### config.mk
export PLATFORM = sky130hd
export DESIGN_NAME = uart_boot_loader_flat
export DESIGN_NICKNAME = d
export VERILOG_FILES = /design/src/rtl/uart_boot_loader_if.sv /design/src/rtl/uart_boot_loader.sv /design/src/flat_wrapper.sv
export SDC_FILE = /design/constraint.sdc
export NUM_CORES = 1
export LEC_CHECK = 0
export CAP_MARGIN = 5
export CORE_MARGIN = 4
export CORE_UTILIZATION = 35
export CTS_BUF_LIST = sky130_fd_sc_hd__clkbuf_8
export CTS_CLUSTER_SIZE = 16
export DETAILED_ROUTE_END_ITERATION = 12
export PLACE_DENSITY_LB_ADDON = 0.12
export SLEW_MARGIN = 25
export SYNTH_ARGS = -nofsm -noshare
export SYNTH_HDL_FRONTEND = slang
export SYNTH_SLANG_ARGS = --single-unit
### constraint.sdc
create_clock -name clk -period 2.2 [get_ports clk]
set_input_delay 0.44 -clock clk [delete_from_list [all_inputs] [get_ports clk]]
set_output_delay 0.44 -clock clk [all_outputs]
set_load 0.02 [all_outputs]
### src/rtl/uart_boot_loader_if.sv
// uart_boot_loader_if: CPU memory-load port driven by the serial boot loader
//   uart_addr  32  write byte address
//   uart_data  32  write data
//   uart_we     1  one-cycle write strobe
//   uart_done   1  image complete, hands memory port B back to the pipeline
interface uart_boot_loader_if;
   logic [31:0] uart_addr;
   logic [31:0] uart_data;
   logic        uart_we;
   logic        uart_done;
   modport master (output uart_addr, uart_data, uart_we, uart_done);
   modport slave  (input  uart_addr, uart_data, uart_we, uart_done);
endinterface

### src/rtl/uart_boot_loader.sv
// uart_boot_loader: 8N1 UART receiver that loads a little-endian word image into memory
//   clk        system clock
//   rst        asynchronous active-low reset
//   rx         UART serial input, idle high
//   skip       forces completion while no header byte has been received
//   frame_err  sticky: bad stop bit or header word count above MAX_WORDS
//   mem        memory-load port (address, data, write strobe, done)
module uart_boot_loader #(
   parameter int unsigned CLKS_PER_BIT = 868,
   parameter logic [31:0] BASE_ADDR    = 32'h0000_0000,
   parameter int unsigned MAX_WORDS    = 16384
) (
   input  logic               clk,
   input  logic               rst,
   input  logic               rx,
   input  logic               skip,
   output logic               frame_err,
   uart_boot_loader_if.master mem
);
   localparam int unsigned CW = $clog2(CLKS_PER_BIT);
   typedef enum logic [1:0] {R_IDLE, R_START, R_DATA, R_STOP} rx_state_t;
   typedef enum logic [1:0] {L_HDR, L_WORDS, L_DONE} ld_state_t;
   logic            rx_s1, rx_s2, rx_q;
   rx_state_t       rstate, rnext;
   logic [CW-1:0]   cnt;
   logic [2:0]      bit_idx;
   logic [7:0]      shreg;
   logic            half, full, byte_v, stop_err, cnt_clr;
   ld_state_t       lstate, lnext;
   logic [1:0]      bcnt;
   logic [23:0]     acc;
   logic [31:0]     n_words, idx, word, addr, data;
   logic            we, ferr, last_byte, hdr_big;
   always_comb begin
      half     = cnt == CW'(CLKS_PER_BIT / 2 - 1);
      full     = cnt == CW'(CLKS_PER_BIT - 1);
      rnext    = rstate;
      byte_v   = 1'b0;
      stop_err = 1'b0;
      case (rstate)
         R_IDLE:  rnext = (rx_q && !rx_s2) ? R_START : R_IDLE;
         R_START: rnext = half ? (rx_s2 ? R_IDLE : R_DATA) : R_START;
         R_DATA:  rnext = (full && bit_idx == 3'd7) ? R_STOP : R_DATA;
         default: begin
            rnext    = full ? R_IDLE : R_STOP;
            byte_v   = full && rx_s2;
            stop_err = full && !rx_s2;
         end
      endcase
      // the bit timer restarts on every state change and on every data-bit sample
      cnt_clr = (rnext != rstate) || (rstate == R_DATA && full);
   end
   always_ff @(posedge clk or negedge rst)
      if (!rst) rstate <= R_IDLE;
      else      rstate <= rnext;
   always_ff @(posedge clk or negedge rst)
      if (!rst) begin
         rx_s1   <= 1'b1;
         rx_s2   <= 1'b1;
         rx_q    <= 1'b1;
         cnt     <= '0;
         bit_idx <= '0;
         shreg   <= '0;
      end else begin
         rx_s1 <= rx;
         rx_s2 <= rx_s1;
         rx_q  <= rx_s2;
         cnt   <= (rstate == R_IDLE || cnt_clr) ? '0 : cnt + CW'(1);
         if (rstate == R_IDLE) bit_idx <= '0;
         else if (rstate == R_DATA && full) begin
            shreg   <= {rx_s2, shreg[7:1]};
            bit_idx <= bit_idx + 3'd1;
         end
      end
   always_comb begin
      word      = {shreg, acc};
      last_byte = byte_v && bcnt == 2'd3;
      hdr_big   = word > 32'(MAX_WORDS);
      lnext     = lstate;
      case (lstate)
         L_HDR:
            if (last_byte) lnext = (word == '0) ? L_DONE : L_WORDS;
            else if (!byte_v && bcnt == 2'd0 && skip) lnext = L_DONE;
         // done waits for the final strobe so the last write completes under loader ownership
         L_WORDS: lnext = (we && idx == n_words) ? L_DONE : L_WORDS;
         default: lnext = L_DONE;
      endcase
   end
   always_ff @(posedge clk or negedge rst)
      if (!rst) lstate <= L_HDR;
      else      lstate <= lnext;
   always_ff @(posedge clk or negedge rst)
      if (!rst) begin
         bcnt    <= '0;
         acc     <= '0;
         n_words <= '0;
         idx     <= '0;
         addr    <= BASE_ADDR;
         data    <= '0;
         we      <= 1'b0;
         ferr    <= 1'b0;
      end else begin
         we <= lstate == L_WORDS && last_byte;
         if (stop_err || (lstate == L_HDR && last_byte && hdr_big)) ferr <= 1'b1;
         if (byte_v && lstate != L_DONE) begin
            bcnt <= bcnt + 2'd1;
            acc  <= {shreg, acc[23:8]};
         end
         if (lstate == L_HDR && last_byte) n_words <= hdr_big ? 32'(MAX_WORDS) : word;
         if (lstate == L_WORDS && last_byte) begin
            addr <= BASE_ADDR + (idx << 2);
            data <= word;
            idx  <= idx + 32'd1;
         end
      end
   assign mem.uart_addr = addr;
   assign mem.uart_data = data;
   assign mem.uart_we   = we;
   assign mem.uart_done = lstate == L_DONE;
   assign frame_err     = ferr;
endmodule

### src/flat_wrapper.sv
// flat-port wrapper written by rule: the top's interface ports become plain ports
module uart_boot_loader_flat 
#(
   parameter int unsigned CLKS_PER_BIT = 868,
   parameter logic [31:0] BASE_ADDR    = 32'h0000_0000,
   parameter int unsigned MAX_WORDS    = 16384
)
  (clk, rst, rx, skip, frame_err, mem_uart_addr, mem_uart_data, mem_uart_we, mem_uart_done);
  uart_boot_loader_if mem_i ();
  input  logic clk;
  input  logic rst;
  input  logic rx;
  input  logic skip;
  output logic frame_err;
  output wire logic [$bits(mem_i.uart_addr)-1:0] mem_uart_addr;
  output wire logic [$bits(mem_i.uart_data)-1:0] mem_uart_data;
  output wire logic [$bits(mem_i.uart_we)-1:0] mem_uart_we;
  output wire logic [$bits(mem_i.uart_done)-1:0] mem_uart_done;
  assign mem_uart_addr = mem_i.uart_addr;
  assign mem_uart_data = mem_i.uart_data;
  assign mem_uart_we = mem_i.uart_we;
  assign mem_uart_done = mem_i.uart_done;
  uart_boot_loader #(.CLKS_PER_BIT(CLKS_PER_BIT), .BASE_ADDR(BASE_ADDR), .MAX_WORDS(MAX_WORDS)) u_core (.clk(clk), .rst(rst), .rx(rx), .skip(skip), .frame_err(frame_err), .mem(mem_i));
endmodule
* Yosys cells after proc, flatten, opt, wreduce, memory -nomap -nowiden
Index checks and enable logic that the tools add are counted.
** Storage, ports and cells
- Register bits :: 182
- Input bits :: 4
- Output and inout bits :: 67
- Logic and storage cells :: 76
** Operators by class
- Add/sub/neg operators :: 4
- Magnitude comparators :: 1
- Equality and inequality tests :: 12
- Mux-type cells :: 17
- Bitwise gates (word level) :: 1
- Reduce and logical (&&, ||, !) cells :: 25
** Operator list (count)
- 32-bit by 1-bit adder with 32-bit output, second input constant :: 1
- 32-bit == test :: 1
- 32-bit by 15-bit greater-than comparator with 1-bit output, second input constant :: 1
- 32-bit logical NOT :: 1
- 32-bit two-way mux :: 1
- 2-bit two-way mux :: 7
- 1-bit logical AND :: 13
- 10-bit by 1-bit adder with 10-bit output, second input constant :: 1
- 10-bit == test, second input constant :: 1
- 10-bit by 9-bit == test with 1-bit output, second input constant :: 1
- 10-bit two-way mux :: 1
- 2-bit == test, second input constant :: 3
- 2-bit logical NOT :: 3
- 3-bit two-way mux :: 2
- 2-bit one-hot mux with 3 select lines :: 1
- 2-bit by 1-bit == test with 1-bit output, second input constant :: 2
- 1-bit two-way mux :: 4
- 2-bit one-hot mux with 2 select lines :: 1
- 3-bit by 1-bit adder with 3-bit output, second input constant :: 1
- 3-bit == test, second input constant :: 1
- 1-bit logical OR :: 3
- 3-bit by 1-bit inequality test with 1-bit output, second input constant :: 1
- 3-bit OR reduction :: 1
- 2-bit by 1-bit adder with 2-bit output, second input constant :: 1
- other kinds (6) :: 7

* Depth between registers and ports, before layout
Gate-level depths: netlist of run 1.
- Depth after elaboration :: 9
- Gate-level depth with buffers :: 7
- Mapped depth without buffers :: 6

* Worst setup path before layout of run 1
OpenSTA, ideal clock, no wires.
- Path kind :: register -> register
- Start point :: register u_core.cnt[2]
- End point :: register u_core.n_words[10]
- Library setup time :: 0.065 ns
- Data arrival time :: 2.076 ns
- Data required time :: 2.135 ns
- Path slack :: 0.059 ns
- Cell stages (with the launch flop) :: 8
- Path buffers :: 2
- Clock period less this slack :: 2.141 ns
- Path through :: dfrtp_1 or3b_1 buf_2 nor4_4 nand3_1 nor3_4 buf_6 a22o_1
** On the way
- Cells in the longest elaborated chain, start to end :: 5
** RTL lines
- start: declaration :: RTL line uart_boot_loader.sv:25 : logic [CW-1:0] cnt;
- start signal: assignment :: RTL line uart_boot_loader.sv:68 : cnt <= (rstate == R_IDLE || cnt_clr) ? '0 : cnt + CW'(1);
- 10-bit == test :: RTL line uart_boot_loader.sv:36 : full = cnt == CW'(CLKS_PER_BIT - 1);
- 1-bit logical AND :: RTL line uart_boot_loader.sv:46 : byte_v = full && rx_s2;
- 1-bit two-way mux :: RTL line uart_boot_loader.sv:40 : case (rstate)
- 1-bit logical AND :: RTL line uart_boot_loader.sv:77 : last_byte = byte_v && bcnt == 2'd3;
- 1-bit logical AND :: RTL line uart_boot_loader.sv:109 : if (lstate == L_HDR && last_byte) n_words <= hdr_big ? 32'(MAX_WORDS) : word;
- end signal: assignment :: RTL line uart_boot_loader.sv:109
- end: declaration :: RTL line uart_boot_loader.sv:32 : logic [31:0] n_words, idx, word, addr, data;
Every way passes these cells.
A chain may end at the register's enable or synchronous reset.

* Final worst setup path of run 1
- Start point :: register u_core.cnt[2]
- End point :: register u_core.shreg[7]
** On the way
- Cells in the longest elaborated chain, start to end :: 3
** RTL lines
- 10-bit == test :: RTL line uart_boot_loader.sv:36
- 1-bit logical AND :: RTL line uart_boot_loader.sv:70 : else if (rstate == R_DATA && full) begin
- 2-bit AND reduction (no source line)
- end signal: assignment :: RTL line uart_boot_loader.sv:71 : shreg <= {rx_s2, shreg[7:1]};
- end: declaration :: RTL line uart_boot_loader.sv:27 : logic [7:0] shreg;
Every way passes these cells.

==> metrics.md, run 1 <==
| Metric | Value |
|---|---|
| Area growth from synthesis to layout | 23.5% |
| Syn avg cell area | 12.9 um^2 |
| Diode count | 0 |
| Leading cell type in the layout, fill and taps excluded | dfrtp_1 |
| Antenna violations before repair | 0 |
| DR DRC count | 0 |
| Top cells by area, synth | dfrtp_1, mux2_2, xor2_1, xnor2_1, a22o_1 |
| Final WL | 16600 um |
| RSZ-0062 raised after global routing | false |
| Die area | 24500 um^2 |
| CTS max path bufs | 2 |
| Maximum VDD drop | 402 uV |
| GR Util All Layers | 14.4% |
| Maxcap violations | 0 |
| Max incr delay on CP | 0.55 ns |
| Layout Nets | 709 |
| Num CTS Buffers | 17 |
| Crit path time final | 2.11 ns |
| Pwr dens | 654 nW/um^2 |
| EDFF count, synth | 0 |
| CTS tree | yes |
| DR iter-0 viols | 249 |
| Initial Util | 35.5% |
| I/O pin count | 71 |
| Share of cells above drive strength 1 | 26.0% |
| Setup violators final | 0 |
| Fmax | 475 MHz |
| H-tree depth | 4 |
| RD Place Congestion | 0.820 |
| Critical path capture point type | register |
| R2R setup slack | 0.09 ns |
| Cells after Synth | 599 |
| DR pass1 iterations | 4 |
| WS Path Type | reg2reg |
| Largest net degree at the start of global routing | 64 |
| Status | completed |
| Most frequent cells in the layout | dfrtp_1, mux2_2, clkdlybuf4s50_1 |
| Total grt overflow | 0 |
| Max transition margin | 66.0% |
| Critical-path top delay cell | or3_1 |
| Post-layout instance area | 9540 um^2 |
| Post-synthesis cell area | 7730 um^2 |
| Worst-path clk slew | 0.09 ns |
| Worst Skew | 0.0159 ns |
| CP required | 2.55 ns |
| Placed cell area | 8990 um^2 |
| CTS root buffer | clkbuf_8 |
| Worst-margin pin slew | 0.509 ns |
| Final std cells w/o fill | 991 |
| Dominant cell type by area after synthesis | dfrtp_1 |
| Most used DFF post-synth | dfrtp_1 |
| Leakage power | 4.73 nW |
| Routed WL per cell | 16.8 um |
| Routed Antenna Nets | 0 |
| Hold Vio Cnt, Final | 0 |
| Final worst slack | 0.0935 ns |
| Total number of vias | 4788 |
| HP Class | reg2reg |
| Core area | 21800 um^2 |
| CP arrival | 2.45 ns |
| DIE WIDTH | 157 um |
| Dpl hpwl | 12000 um |
| Final period util | 95.7% |
| Synth Register Bits | 182 |
| Mean number of vias per cell | 4.83 |
| Total number of yosys warnings | 0 |
| TNS Setup | 0 ns |
| Post-synth top area share | 58.0% |
| Register area share after synthesis | 59.0% |
| Startpoint types | register |
| Row count | 54 |
| Post-synthesis cell type count | 48 |
| Number of global-route vias before repair | 5078 |
| Async set or reset register ratio after synthesis | 100% |
| Post-place setup slack | -0.0344 ns |
| Die Y | 157 um |
| Cell chain of the critical path | or3b_4 -> or3_1 -> nor2_4 -> nand2_2 -> mux2_2 |
| Buffers on Ports | 68 |
| Num Clock Sinks | 182 |
| Global-route wire length before repair | 27600 um |
| Clk_lat worst skew | 0.47 ns |
| Final Max Tran Viols | 0 |
| CP max FO | 8 |
| Dpl cells | 956 |
layout make-up:
| type | count | area [um^2] |
|---|---|---|
| tap | 280 | 350 |
| fill | 2038 | 12200 |
| timing repair buffer | 108 | 1070 |
| inverter | 8 | 30.0 |
| sequential | 182 | 4560 |
| multi-input combinational | 381 | 3090 |
| clock inverter | 14 | 190 |
| clock buffer | 18 | 248 |
cells in the mapped netlist, types with 8 or more instances:
master    count
dfrtp_1     179
mux2_2       91
xor2_1       49
nor2_1       31
nand2_1      29
xnor2_1      23
nand3_1      20
a22o_1       19
and2_1       17
nor3_1       16
clkbuf_1     15
nor4_1       15
nand4_1      14
buf_2        11
inv_1         8
flip-flops by register name, summed over array words and instances, names as in the netlist, 2 cells and up:
register and flops:
u_core.acc 24, u_core.bcnt 2, u_core.bit_idx 3, u_core.cnt 10, u_core.idx 32, u_core.lstate 2, u_core.mem.uart_addr 30, u_core.mem.uart_data 32
u_core.n_words 32, u_core.rstate 2, u_core.shreg 8
logic make-up (layout without fill, tap and decap cells):
logic type | count (synthesis) | after routing | synth area share [%]
AOI/OAI and AO/OA | 34 | 34 | 3.40
DFF | 182 | 182 | 59.0
adders and majority gates | 7 | 7 | 1.13
xor gates and xnor gates | 72 | 72 | 8.16
and+or+nand+nor | 173 | 173 | 12.5
muxes | 93 | 93 | 13.6
buffers and inverters | 37 | 148 | 2.17
other | 1 | 2 | 0.0485
critical path: cells and delay by family, from the launching register on:
family | cells | cell delay, ns
AND/OR/NAND/NOR | 4 | 1.30
multiplexers | 1 | 0.30
flip-flops | 1 | 0.39
worst paths after layout:
| path | from | to | depth (start not counted) |
|---|---|---|---|
| worst min register to register | u_core.rx_s1$_DFF_PN1_ | u_core.rx_s2$_DFF_PN1_ | 0 |
| worst max-delay path | u_core.cnt[2]$_DFF_PN0_ | u_core.shreg[7]$_DFFE_PN0P_ | 5 |
| worst min-delay path | u_core.rx_s1$_DFF_PN1_ | u_core.rx_s2$_DFF_PN1_ | 0 |
| worst max register to register | u_core.cnt[2]$_DFF_PN0_ | u_core.shreg[7]$_DFFE_PN0P_ | 5 |
| min in group asynchronous | rst | u_core.mem.uart_addr[11]$_DFFE_PN0P_ | 2 |
| max in group asynchronous | rst | u_core.rx_s1$_DFF_PN1_ | 3 |
per-stage QoR:
step                power (mW)  hold WS [ns]  util (%)
global route              6.55         0.348      43.9
global placement          3.80         0.347      41.3
floorplan                 3.62         0.144         -
CTS                       6.31         0.348      43.4
finish                    6.24         0.361      43.9
detailed placement        3.81         0.348      41.3
repair_timing:
action,CTS,global route
resized for setup,4,11
pin swaps,0,5
setup buffers,0,2
hold endpoints to repair,38,0
setup endpoints to repair,10,62
hold buffers,1,0
gates cloned,0,0
metal layers:
metal | global-route usage, % | part of all wire [%]
met1 | 19.5 | 46
met2 | 23.2 | 50
met3 | 3.10 | 3.0
met4 | 4.26 | 1.4
met5 | 0 | 0
power breakdown:
part           leakage [nW]  switching (mW)  internal, mW
Combinational          2.00           0.189         0.158
Clock                 0.218            1.27          1.19
Sequential             2.52          0.0354          3.39
Total                  4.73            1.50          4.74
(Power assumes the default switching activity.)
==> run 2, diff against run 1 <==
--- a/config.mk
+++ b/config.mk
@@ -6,6 +6,8 @@
 export NUM_CORES = 1
 export LEC_CHECK = 0
 export CAP_MARGIN = 5
+export CELL_PAD_IN_SITES_DETAIL_PLACEMENT = 1
+export CELL_PAD_IN_SITES_GLOBAL_PLACEMENT = 1
 export CORE_MARGIN = 4
 export CORE_UTILIZATION = 35
 export CTS_BUF_LIST = sky130_fd_sc_hd__clkbuf_8
==> constraint.sdc (replaced) <==
create_clock -name clk -period 2.4 [get_ports clk]
set_input_delay 0.48 -clock clk [delete_from_list [all_inputs] [get_ports clk]]
set_output_delay 0.48 -clock clk [all_outputs]
set_load 0.02 [all_outputs]
==> metrics.md, run 2 (synthesized netlist as in run 1, its figures left out) <==
| Metric | Value |
|---|---|
| R2r startpoint | u_core.cnt[3]$_DFF_PN0_ |
| Clk_lat worst skew | 0.46 ns |
| CP max FO | 8 |
| Startpoint types | register |
| CP required | 2.76 ns |
| Hold depth | 0 |
| Layout Nets | 692 |
| Final period util | 93.0% |
| R2R setup slack | 0.17 ns |
| Maximum VDD drop | 322 uV |
| Setup violators final | 0 |
| Die Y | 157 um |
| Core area | 21800 um^2 |
| H-tree depth | 4 |
| Routed Antenna Nets | 0 |
| Final Max Tran Viols | 0 |
| Maxcap violations | 0 |
| Worst Hold End | u_core.rx_s2$_DFF_PN1_ |
| Total grt overflow | 0 |
| FF-to-FF End | u_core.shreg[3]$_DFFE_PN0P_ |
| Share of cells above drive strength 1 | 23.2% |
| Diode count | 0 |
| Initial Util | 35.5% |
| CTS tree | yes |
| Num Clock Sinks | 182 |
| Fillers | 2274 |
| Global-route wire length before repair | 29100 um |
| DIE WIDTH | 157 um |
| Final worst slack | 0.167 ns |
| Number of global-route vias before repair | 5191 |
| RD Place Congestion | 0.807 |
| Hold Vio Cnt, Final | 0 |
| Worst-margin pin slew | 0.552 ns |
| Pwr dens | 578 nW/um^2 |
| TNS Setup | 0 ns |
| Leading cell type in the layout, fill and taps excluded | dfrtp_1 |
| RSZ-0062 raised after global routing | false |
| Most frequent cells in the layout | dfrtp_1, mux2_2, clkdlybuf4s50_1 |
| Worst Skew | 0.0147 ns |
| Routed WL per cell | 18.0 um |
| Worst-path clk slew | 0.10 ns |
| I/O pin count | 71 |
| DR pass1 iterations | 6 |
| Dpl hpwl | 12700 um |
| Reg area | 4560 um^2 |
| CTS max path bufs | 2 |
| Buffers on Ports | 68 |
| Antenna violations before repair | 0 |
| Die area | 24500 um^2 |
| Leakage power | 4.57 nW |
| Fmax | 448 MHz |
| HP Class | reg2reg |
| DR iter-0 viols | 145 |
| Worst hold start | u_core.rx_s1$_DFF_PN1_ |
| Multi-input logic area | 3010 um^2 |
| Final WL | 17600 um |
| Mean number of vias per cell | 4.95 |
| Num CTS Buffers | 17 |
| Area growth from synthesis to layout | 19.9% |
| CTS root buffer | clkbuf_8 |
| WS Path Type | reg2reg |
| Largest net degree at the start of global routing | 54 |
| Total number of vias | 4823 |
| Critical path capture point type | register |
| Status | completed |
| GR Util All Layers | 15.1% |
| Row count | 54 |
| Crit path time final | 2.23 ns |
| CP arrival | 2.59 ns |
| R2R depth | 5 |
| Post-layout util | 42.6% |
| DR DRC count | 0 |
| Post-place setup slack | 0.102 ns |
| Max transition margin | 63.2% |
run 2: cell count changes in the layout (fill, tap and decap cells not counted), moves of 2 or more:
cell and delta:
inv_6 +2, clkinvlp_4 +2, clkinv_4 -2, buf_4 -17
nor3_1 +2, nor3_2 -2, nor4_4 -2, bufinv_16 -3
run 2: how the worst max path moves through the flow:
stage                                       start  slack (ns)                                   end  cells past startpoint
after CTS                 u_core.cnt[3]$_DFF_PN0_        0.08  u_core.mem.uart_addr[24]$_DFFE_PN0P_                      5
after detailed placement  u_core.cnt[3]$_DFF_PN0_        0.10           u_core.shreg[3]$_DFFE_PN0P_                      5
after global placement    u_core.cnt[3]$_DFF_PN0_        0.18            u_core.idx[24]$_DFFE_PN0P_                      6
final                     u_core.cnt[3]$_DFF_PN0_        0.17           u_core.shreg[3]$_DFFE_PN0P_                      5
after global routing      u_core.cnt[3]$_DFF_PN0_        0.07             u_core.idx[8]$_DFFE_PN0P_                      6
after floorplan           u_core.cnt[2]$_DFF_PN0_        0.26        u_core.n_words[10]$_DFFE_PN0N_                      7
run 2: worst max-delay path, cell delays in order, from the launching register on:
cell     delay (ns)
dfrtp_1        0.43
or3b_4         0.44
or3_1          0.57
nor2_4         0.21
nand2_2        0.16
mux2_2         0.31
run 2: metal layers:
layer | share of wire [%] | up-vias | GRT usage, %
li1 | - | 2246 | -
met1 | 45 | 2505 | 19.8
met2 | 51 | 62 | 25.7
met5 | 0 | - | 0
met3 | 3.0 | 10 | 3.35
met4 | 0.81 | 0 | 3.35
run 2: per-stage QoR:
step           area, um^2  hold slack (ns)  instances  total power [mW]
5_1_grt              9260            0.371        974              5.62
4_1_cts              9240            0.366        972              5.45
2_1_floorplan        7730            0.184        600              3.32
3_5_place_dp         8860            0.350        939              3.46
3_3_place_gp         8860            0.346        939              3.45
6_report             9260            0.364        974              5.36
run 2: repair_timing:
item,in CTS,in global routing
gates resized for setup,0,2
endpoints found under the setup margin,0,82
hold endpoints to repair,46,0
hold buffers,1,0
buffers inserted,0,2
run 2: layout make-up:
cell class,instances,share of cell area [%]
Inverter,8,0.324
Clock inverter,15,1.42
Tap cell,280,3.78
Multi-Input combinational cell,381,32.5
Timing Repair Buffer,91,10.2
Sequential cell,182,49.2
Clock buffer,17,2.53
run 2: where the power goes:
part	switching, mW	total [mW]	internal (mW)
sequential	0.0427	3.15	3.11
combinational	0.152	0.249	0.0972
clock	1.20	1.95	0.758
